$ cat src/rtl/muldiv_pkg.sv
// Shared definitions for the multi-cycle MULT/DIV sequencer.
// Optional signed support is selected with the SIGNED_MULDIV_EN macro.
package muldiv_pkg;

  localparam int XLEN_DEFAULT  = 32;
  localparam int ITERS_DEFAULT = 32;

  // Opcodes understood by the single-cycle EX-stage ALU
  typedef enum logic [2:0] {
    ALU_AND = 3'b000,
    ALU_OR  = 3'b001,
    ALU_ADD = 3'b010,
    ALU_LUI = 3'b011,
    ALU_SUB = 3'b110,
    ALU_SLT = 3'b111
  } alu_op_t;

  // Request encodings on req_op
  typedef enum logic [1:0] {
    OP_MULT = 2'b00,
    OP_DIV  = 2'b01,
    OP_MTHI = 2'b10,
    OP_MTLO = 2'b11
  } req_op_t;

  // Sequencer states; FIX exists only when signed fix-up is built in
  typedef enum logic [2:0] {
    IDLE,
    MUL,
    DIV_CMP,
    DIV_SUB,
`ifdef SIGNED_MULDIV_EN
    FIX,
`endif
    DONE
  } state_t;

endpackage

$ cat src/rtl/muldiv_sign_adj.sv
// Signed operand/result adjustment for muldiv_seq (used with SIGNED_MULDIV_EN).
// Takes magnitudes of incoming operands and re-applies signs to the raw
// unsigned HI/LO result, using its own negators rather than the shared ALU.
module muldiv_sign_adj
  import muldiv_pkg::*;
#(
  parameter int XLEN = XLEN_DEFAULT
) (
  input  logic            op_signed,
  input  logic [XLEN-1:0] op_a,
  input  logic [XLEN-1:0] op_b,
  output logic [XLEN-1:0] mag_a,
  output logic [XLEN-1:0] mag_b,
  input  logic            is_mul,
  input  logic            neg_a,
  input  logic            neg_b,
  input  logic [XLEN-1:0] res_hi,
  input  logic [XLEN-1:0] res_lo,
  output logic [XLEN-1:0] fix_hi,
  output logic [XLEN-1:0] fix_lo
);

  logic [2*XLEN-1:0] prod;
  logic [2*XLEN-1:0] prod_neg;

  assign prod     = {res_hi, res_lo};
  assign prod_neg = ~prod + (2*XLEN)'(1);

  // Operand magnitudes; the most negative value maps onto itself as unsigned
  always_comb begin
    mag_a = (op_signed && op_a[XLEN-1]) ? (~op_a + XLEN'(1)) : op_a;
    mag_b = (op_signed && op_b[XLEN-1]) ? (~op_b + XLEN'(1)) : op_b;
  end

  // Result signs: product/quotient follow the sign mismatch, remainder the dividend
  always_comb begin
    fix_hi = res_hi;
    fix_lo = res_lo;
    if (is_mul) begin
      if (neg_a ^ neg_b) begin
        fix_hi = prod_neg[2*XLEN-1:XLEN];
        fix_lo = prod_neg[XLEN-1:0];
      end
    end else begin
      if (neg_a ^ neg_b) fix_lo = ~res_lo + XLEN'(1);
      if (neg_a)         fix_hi = ~res_hi + XLEN'(1);
    end
  end

endmodule

$ cat src/rtl/muldiv_seq.sv
// Multi-cycle MULT/DIV sequencer for the EX stage. Borrows the pipeline ALU
// for one add/compare/subtract per cycle and owns the HI/LO registers.
// Define SIGNED_MULDIV_EN to honour req_signed (adds a FIX state).
module muldiv_seq
  import muldiv_pkg::*;
#(
  parameter int XLEN  = XLEN_DEFAULT,
  parameter int ITERS = ITERS_DEFAULT
) (
  input  logic            clk,
  input  logic            rst_n,
  input  logic            req_valid,
  output logic            req_ready,
  input  logic [1:0]      req_op,
  input  logic            req_signed,
  input  logic [XLEN-1:0] req_a,
  input  logic [XLEN-1:0] req_b,
  output logic            alu_own,
  output logic [2:0]      alu_opcode,
  output logic [XLEN-1:0] alu_rs,
  output logic [XLEN-1:0] alu_rt,
  input  logic [XLEN-1:0] alu_out,
  output logic [XLEN-1:0] hi,
  output logic [XLEN-1:0] lo,
  output logic            done,
  output logic            div_by_zero
);

  localparam int CNT_W = $clog2(ITERS);
  localparam logic [CNT_W-1:0] CNT_LAST = CNT_W'(ITERS - 1);

  state_t state, state_nxt, fin_state;

  // wk_hi is the accumulator (MULT) or remainder (DIV); wk_lo is the
  // multiplier (MULT) or quotient (DIV); opnd is multiplicand or divisor
  logic [XLEN-1:0] wk_hi, wk_lo, opnd, rsh;
  logic            ge, dbz;
  logic [CNT_W-1:0] cnt;
  logic            last;
  logic [XLEN-1:0] mag_a, mag_b;
  logic            mul_carry;
  logic [XLEN-1:0] mul_hi_nxt, mul_lo_nxt, div_r, rem_nxt, quo_nxt;
  logic            fin_fix;

  assign last       = (cnt == CNT_LAST);
  assign mul_carry  = (alu_out < wk_hi);
  assign mul_hi_nxt = {mul_carry, alu_out[XLEN-1:1]};
  assign mul_lo_nxt = {alu_out[0], wk_lo[XLEN-1:1]};
  assign div_r      = {wk_hi[XLEN-2:0], wk_lo[XLEN-1]};
  assign rem_nxt    = ge ? alu_out : rsh;
  assign quo_nxt    = {wk_lo[XLEN-2:0], ge};

`ifdef SIGNED_MULDIV_EN
  logic            sgn_op, sgn_a, sgn_b, op_mul;
  logic [XLEN-1:0] fix_hi, fix_lo;

  muldiv_sign_adj #(.XLEN(XLEN)) u_sign_adj (
    .op_signed (req_signed),
    .op_a      (req_a),
    .op_b      (req_b),
    .mag_a     (mag_a),
    .mag_b     (mag_b),
    .is_mul    (op_mul),
    .neg_a     (sgn_a),
    .neg_b     (sgn_b),
    .res_hi    (wk_hi),
    .res_lo    (wk_lo),
    .fix_hi    (fix_hi),
    .fix_lo    (fix_lo)
  );

  assign fin_fix   = sgn_op;
  assign fin_state = sgn_op ? FIX : DONE;

  // Remember operand signs of the accepted MULT/DIV for the final fix-up
  always_ff @(posedge clk or negedge rst_n) begin
    if (!rst_n) begin
      sgn_op <= 1'b0;
      sgn_a  <= 1'b0;
      sgn_b  <= 1'b0;
      op_mul <= 1'b0;
    end else if (req_valid && state == IDLE && (req_op == OP_MULT || req_op == OP_DIV)) begin
      sgn_op <= req_signed;
      sgn_a  <= req_signed & req_a[XLEN-1];
      sgn_b  <= req_signed & req_b[XLEN-1];
      op_mul <= (req_op == OP_MULT);
    end
  end
`else
  logic unused_signed;

  assign unused_signed = req_signed;
  assign mag_a         = req_a;
  assign mag_b         = req_b;
  assign fin_fix       = 1'b0;
  assign fin_state     = DONE;
`endif

  // State register
  always_ff @(posedge clk or negedge rst_n) begin
    if (!rst_n) state <= IDLE;
    else        state <= state_nxt;
  end

  // Next-state: MTHI/MTLO stay in IDLE, DIV by zero skips straight to DONE
  always_comb begin
    state_nxt = state;
    case (state)
      IDLE: begin
        if (req_valid) begin
          if (req_op == OP_MULT)     state_nxt = MUL;
          else if (req_op == OP_DIV) state_nxt = (req_b == '0) ? DONE : DIV_CMP;
        end
      end
      MUL:     if (last) state_nxt = fin_state;
      DIV_CMP: state_nxt = DIV_SUB;
      DIV_SUB: state_nxt = last ? fin_state : DIV_CMP;
`ifdef SIGNED_MULDIV_EN
      FIX:     state_nxt = DONE;
`endif
      DONE:    state_nxt = IDLE;
      default: state_nxt = IDLE;
    endcase
  end

  // ALU borrowing and handshake outputs, decoded from the current state
  always_comb begin
    alu_own    = 1'b0;
    alu_opcode = ALU_AND;
    alu_rs     = '0;
    alu_rt     = '0;
    case (state)
      MUL: begin
        alu_own    = 1'b1;
        alu_opcode = ALU_ADD;
        alu_rs     = wk_hi;
        alu_rt     = wk_lo[0] ? opnd : '0;
      end
      DIV_CMP: begin
        alu_own    = 1'b1;
        alu_opcode = ALU_SLT;
        alu_rs     = div_r;
        alu_rt     = opnd;
      end
      DIV_SUB: begin
        alu_own    = 1'b1;
        alu_opcode = ge ? ALU_SUB : ALU_AND;
        alu_rs     = rsh;
        alu_rt     = opnd;
      end
      default: ;
    endcase
  end

  assign req_ready   = (state == IDLE);
  assign done        = (state == DONE);
  assign div_by_zero = (state == DONE) & dbz;

  // Datapath: operand capture, per-iteration update, HI/LO commit at completion
  always_ff @(posedge clk or negedge rst_n) begin
    if (!rst_n) begin
      hi    <= '0;
      lo    <= '0;
      wk_hi <= '0;
      wk_lo <= '0;
      opnd  <= '0;
      rsh   <= '0;
      ge    <= 1'b0;
      dbz   <= 1'b0;
      cnt   <= '0;
    end else begin
      case (state)
        IDLE: begin
          if (req_valid) begin
            case (req_op)
              OP_MTHI: hi <= req_a;
              OP_MTLO: lo <= req_a;
              OP_MULT: begin
                wk_hi <= '0;
                wk_lo <= mag_b;
                opnd  <= mag_a;
                cnt   <= '0;
                dbz   <= 1'b0;
              end
              default: begin
                wk_hi <= '0;
                wk_lo <= mag_a;
                opnd  <= mag_b;
                cnt   <= '0;
                dbz   <= (req_b == '0);
              end
            endcase
          end
        end
        MUL: begin
          wk_hi <= mul_hi_nxt;
          wk_lo <= mul_lo_nxt;
          cnt   <= cnt + CNT_W'(1);
          if (last && !fin_fix) begin
            hi <= mul_hi_nxt;
            lo <= mul_lo_nxt;
          end
        end
        DIV_CMP: begin
          rsh <= div_r;
          ge  <= wk_hi[XLEN-1] | ~alu_out[0];
        end
        DIV_SUB: begin
          wk_hi <= rem_nxt;
          wk_lo <= quo_nxt;
          cnt   <= cnt + CNT_W'(1);
          if (last && !fin_fix) begin
            hi <= rem_nxt;
            lo <= quo_nxt;
          end
        end
`ifdef SIGNED_MULDIV_EN
        FIX: begin
          hi <= fix_hi;
          lo <= fix_lo;
        end
`endif
        default: ;
      endcase
    end
  end

endmodule

$ cat config.mk
export PLATFORM = sky130hd
export DESIGN_NAME = muldiv_seq
export DESIGN_NICKNAME = d
export VERILOG_FILES = /design/src/rtl/muldiv_pkg.sv /design/src/rtl/muldiv_sign_adj.sv /design/src/rtl/muldiv_seq.sv
export SDC_FILE = /design/constraint.sdc
export NUM_CORES = 1
export LEC_CHECK = 0
export ABC_CLOCK_PERIOD_IN_PS = 4450
export CAP_MARGIN = 10
export CORE_UTILIZATION = 58
export CTS_BUF_LIST = sky130_fd_sc_hd__clkbuf_4
export CTS_CLUSTER_DIAMETER = 120
export DETAILED_ROUTE_END_ITERATION = 12
export HOLD_SLACK_MARGIN = 0.12
export PLACE_DENSITY_LB_ADDON = 0.3
export SLEW_MARGIN = 20
export SYNTH_ARGS = -nofsm -noshare
export SYNTH_HDL_FRONTEND = slang
export SYNTH_SLANG_ARGS = --single-unit
$ cat constraint.sdc
create_clock -name clk -period 4.45 [get_ports clk]
set_clock_uncertainty 0.15 [all_clocks]
set_input_delay 0.89 -clock clk [delete_from_list [all_inputs] [get_ports clk]]
set_output_delay 0.89 -clock clk [all_outputs]
set_load 0.01 [all_outputs]
; Word-level counts from Yosys, hierarchy flattened
; Index checks and enable logic that the tools add are counted.
[op_classes]
magnitude_cmp = 1
n_reduce_logical = 15
n_eq_ne = 15
addsub = 1
muxes = 35
bitwise_logic = 4
[op_table]
columns = operator, count
row1 = 32-bit case mux with 3 select lines, 5
row2 = 32-bit two-way mux, 13
row3 = 32-bit case mux with 2 select lines, 3
row4 = 32-bit zero test, 1
row5 = 32-bit less-than comparator, 1
row6 = 3-bit two-way mux, 7
row7 = 3-bit case mux with 4 select lines, 1
row8 = 3-bit AND reduction, 4
row9 = 5-bit two-way mux, 2
row10 = 5-bit case mux with 2 select lines, 1
row11 = 5-bit AND reduction, 2
row12 = 3-bit case mux with 3 select lines, 1
row13 = 2-bit inequality test (second input constant), 4
row14 = 3-bit by 2-bit == test with 1-bit output (second input constant), 2
row15 = 2-bit OR reduction, 3
row16 = 5-bit by 1-bit adder with 5-bit output (second input constant), 1
row17 = 5-bit == test (second input constant), 1
row18 = 2-bit == test (second input constant), 2
row19 = 2-bit by 1-bit inequality test with 1-bit output (second input constant), 2
row20 = 3-bit by 1-bit == test with 1-bit output (second input constant), 1
row21 = 3-bit == test (second input constant), 1
row22 = 3-bit zero test, 1
row23 = 3-bit by 1-bit inequality test with 1-bit output (second input constant), 1
row24 = 3-bit nonzero test, 1
row25 = 9 further kinds, 10
[word_totals]
inputBits = 102
register_bits = 202
word_cells = 81
output_inout_bits = 135

; Depth between registers and ports, before layout
[logic_depth]
depth_word = 6
depth_mapped = 10
ltp_nobuf = 8

; Least setup slack after synthesis
; No wires, ideal clock.
[synth_timing]
path_kind = flip-flop to output port
start = register state[0]
end = output alu_rt[10]
setup_slack_ps = 1943
path_stages_with_launch = 7
arrival_ps = 1467
n_path_buf = 2
required_ps = 3410
cell_sequence = dfrtp_1 > buf_2 > nor2_2 > nor2_1 > o21a_1 > clkbuf_1 > and2_1
[synth_via]
elab_chain_cells = 3
elab_cells_between_ends = 5
cone_classes = eq/ne (3) / mux (1) / reduce/logical (1)
[synth_lines]
columns = item, line
row1 = start: declaration, muldiv_seq.sv:32  ; state_t state, state_nxt, fin_state;
row2 = start signal: assignment, muldiv_seq.sv:102  ; else state <= state_nxt;
row3 = 3-bit by 2-bit == test with 1-bit output, muldiv_seq.sv:132  ; case (state)
row4 = 2-bit OR reduction (no source line), n/a
row5 = 32-bit case mux with 2 select lines *, muldiv_seq.sv:132
row6 = end: declaration, muldiv_seq.sv:21  ; output logic [XLEN-1:0] alu_rt,
; Every way passes the cells marked *; elsewhere a longest branch is shown, timed or not.

; Final worst setup path
[layout_timing]
start = register state[1]
end = output alu_rs[22]
[layout_via]
elab_chain_cells = 2
elab_cells_between_ends = 4
cone_classes = eq/ne (3) / mux (1)
[layout_lines]
columns = item, line
row1 = 3-bit by 2-bit == test with 1-bit output / 3-bit by 1-bit == test with 1-bit output (equally long branches), muldiv_seq.sv:132
row2 = 32-bit case mux with 3 select lines *, muldiv_seq.sv:132
row3 = end: declaration, muldiv_seq.sv:20  ; output logic [XLEN-1:0] alu_rs,
; Marks and branches as above.

==> flow_summary_export.csv <==
group,metric,value,unit
yosys,synth_top_flop_cell,"dfrtp_1",
detailed_routing,wl_met3,2030,µm
die,initial_utilization,59.2,%
die,num_rows,51,
yosys,synth.top_cell.area_share,43.7,%
critical_path,cp_num_cells,6,
detailed_routing,drtIter0Drc,728,
clocking,cts_hold_buf,0,
die,dieArea,20500,µm²
detailed_routing,drc,0,
global_routing,grt_pass1_wl,50700,µm
critical_path,crit_buf_inv,2,
power,p_leak,6.52,nW
sta,rsz0062_at_grt,"no",
sta,slew_violations,0,
clocking,cts_max_level,2,
sta,whs,0.233,ns
sta,setup_slack,0.564,ns
critical_path,r2r_cells,5,
yosys,synthAdderAreaFrac,3.57,%
yosys,synth.most_common_cell,"nor2_1",
detailed_routing,num_vias,10184,
global_routing,gr-total-overflow,0,
critical_path,path_cells,"buf_4 -> mux2i_1 -> nor2_1 -> a21oi_1 -> nor2_1 -> clkdlybuf4s50_1",
die,die_h,143,µm
yosys,yosysSeqAreaShare,43.7,%
clocking,clk_latency,0.64,ns
sta,hold_violations,0,
clocking,clock-sinks,202,
power,ir_drop,0.407,mV
yosys,syn_inst,1220,
clocking,clk_pin_slew,0.06,ns
final_layout,fillCellCount,1438,
yosys,syn_area_per_cell,9.48,µm²
yosys,synth_area_leaders,"dfrtp_1 (44%), mux2i_1 (11%), a21oi_1 (7.5%)",
yosys,async_reset_ff_share,100,%
detailed_routing,met1_length,14400,µm
global_routing,grt_use_total,31.8,%
sta,fin_crit_sh,87.3,%
detailed_routing,routed.top_layer,"met4",
clocking,cts_buffers,53,
global_routing,grt_pass1_vias,9674,
yosys,synth-simple-area-share,12.4,%
critical_path,critPathMaxFanout,37,
critical_path,cp_top_family,"buffers and inverters",
yosys,synth_compound_area_share,17.8,%
final_layout,drive_gt1_share,12.1,%
sta,fin_tns_setup,0,ns
die,die_w,143,µm
final_layout,areaGrowthSynthToFinish,27.2,%
clocking,cts_resized,0,
yosys,synth_top_family_by_area,"compound AO/OA/AOI/OAI gates",
min_path,hold_path_class,"in2async",
critical_path,cp-start-kind,"flop",
critical_path,cp_slowest_stage_delay,0.64,ns
yosys,yosys.area.top_type,"dfrtp_1",
placed_design,port_buffers,235,
clocking,post_cts_buffers,0,
critical_path,required,3.41,ns
run,maxCapViolations,0,
outcome,outcome,"completed",
yosys,ys_warn_count,0,
placed_design,dpl.hpwl,22800,µm
placed_design,gp_congestion,0.867,
critical_path,crit_slowest_cell,"dfrtp_4",
critical_path,cpMostUsedCell,"nor2_1",
final_layout,nNetsFinal,1576,
critical_path,rrSetupSlack,1.84,ns
critical_path,cp-end-kind,"output port",
detailed_routing,ant_nets,0,
yosys,synth-edff-count,0,
die,core_area,19500,µm²
yosys,synth_cell_types,47,
detailed_routing,first_pass_iters,6,
yosys,synth_area,11600,µm²
critical_path,worstSetupPathType,"reg2out",
clocking,cts.path.max_buffers,3,
sta,fmax,0.257,GHz
die,io_pins,237,
critical_path,cp.arrival,2.85,ns
global_routing,antenna_found_initial,1,
sta,finalSetupViolCount,0,
yosys,synth_xor_area_share,0.0757,%
detailed_routing,drt_wl_total,32300,µm
clocking,cts_tree,"done",
power,cellPowerDensity,694,nW/µm²
detailed_routing,dr_wl_met2,14700,µm
yosys,synth_commonest_cells,"nor2_1 (205), dfrtp_1 (202), a21oi_1 (174)",
detailed_routing,routed_via_density,5.84,
sta,max_slew_margin,33.7,%
yosys,synth-seq-cells,202,
detailed_routing,wire_per_inst,18.5,µm
power,power,10.2,mW
global_routing,grt_max_degree,116,
sta,worst_pin_slew,0.990,ns
final_layout,fin_util,75.4,%
yosys,synth_nets,1355,
clocking,cts-root-buf,"clkbuf_4",
sta,post-route-min-period,3.89,ns
yosys,synth.mux.area_fraction,17.2,%
placed_design,pre_cts_ws,1.14,ns
## metal layers
layer  GRT usage, %  vias up
met4           13.8        0
met2           49.1      368
met1           44.2     4933
li1               -     4813
met5              0        -
met3           5.10       70
## path summary, 6_finish.rpt
kind,from,end
min,rst_n,rsh[26]
min reg2reg,opnd[27],opnd[27]
max reg2reg,state[1],wk_lo[13]
max in group asynchronous,rst_n,lo[1]
max,state[1],alu_rs[22]
min in group clk,opnd[27],opnd[27]
## power breakdown
group / internal (mW) / leakage [nW] / total, mW / switching, mW
registers: 2.69 / 2.47 / 3.37 / 0.676
clock network: 0.889 / 0.404 / 1.66 / 0.767
logic: 2.51 / 3.64 / 5.18 / 2.67
total: 6.09 / 6.52 / 10.2 / 4.12
## sequential cells by signal, summed over array words and instances, names as in the netlist
register  flops
cnt           5
opnd         32
dbz           1
rsh          32
wk_hi        32
lo           32
wk_lo        32
hi           32
state         3
ge            1
## kinds of logic after synthesis
group	Yosys count
AO/OA/AOI/OAI	334
multiplexers	191
buffers and inverters	127
flip-flops	202
AND/OR/NAND/NOR	332
XOR/XNOR	1
adder cells (fa/ha/maj)	33
## placed cells by master, fill, tap and decap left out, types with 2 or more instances in the layout
| master | count |
|---|---|
| inv_1 | 36 |
| nand2_1 | 51 |
| nor2_2 | 2 |
| clkinv_2 | 2 |
| buf_12 | 3 |
| clkdlybuf4s50_1 | 234 |
| o21a_1 | 2 |
| dfrtp_1 | 200 |
| ha_1 | 33 |
| nor3_1 | 3 |
| a221o_1 | 31 |
| a211oi_1 | 34 |
| and2_1 | 33 |
| clkinv_1 | 12 |
| mux2_1 | 2 |
| a21oi_1 | 174 |
| nor4_1 | 11 |
| a22o_1 | 3 |
| nor2_1 | 204 |
| a21o_1 | 32 |
| nand4_1 | 6 |
| and3_1 | 2 |
| nand3_1 | 5 |
| o21ai_0 | 44 |
| clkbuf_4 | 75 |
| bufinv_16 | 2 |
| buf_4 | 19 |
| mux2i_1 | 126 |
| nor3b_1 | 3 |
| nor2b_1 | 4 |
| mux2_2 | 63 |
| a31oi_1 | 2 |
## stage by stage
step	area, µm²	std cells
final	14700	1744
after global routing	14700	1744
after CTS	14700	1743
after detailed placement	14000	1651
after global placement	14000	1651
after floorplan	11600	1220
## final cells by class
cell class | count | area [µm²] | share of cell area, %
multi-input combinational | 891 | 5940 | 40.4
sequential | 202 | 5060 | 34.4
timing repair buffer | 257 | 2560 | 17.4
clock buffer | 75 | 563 | 3.83
tap | 265 | 332 | 2.25
inverter | 36 | 135 | 0.918
clock inverter | 17 | 119 | 0.808
antenna | 1 | 2.50 | 0.0170
(Power assumes the default switching activity.)
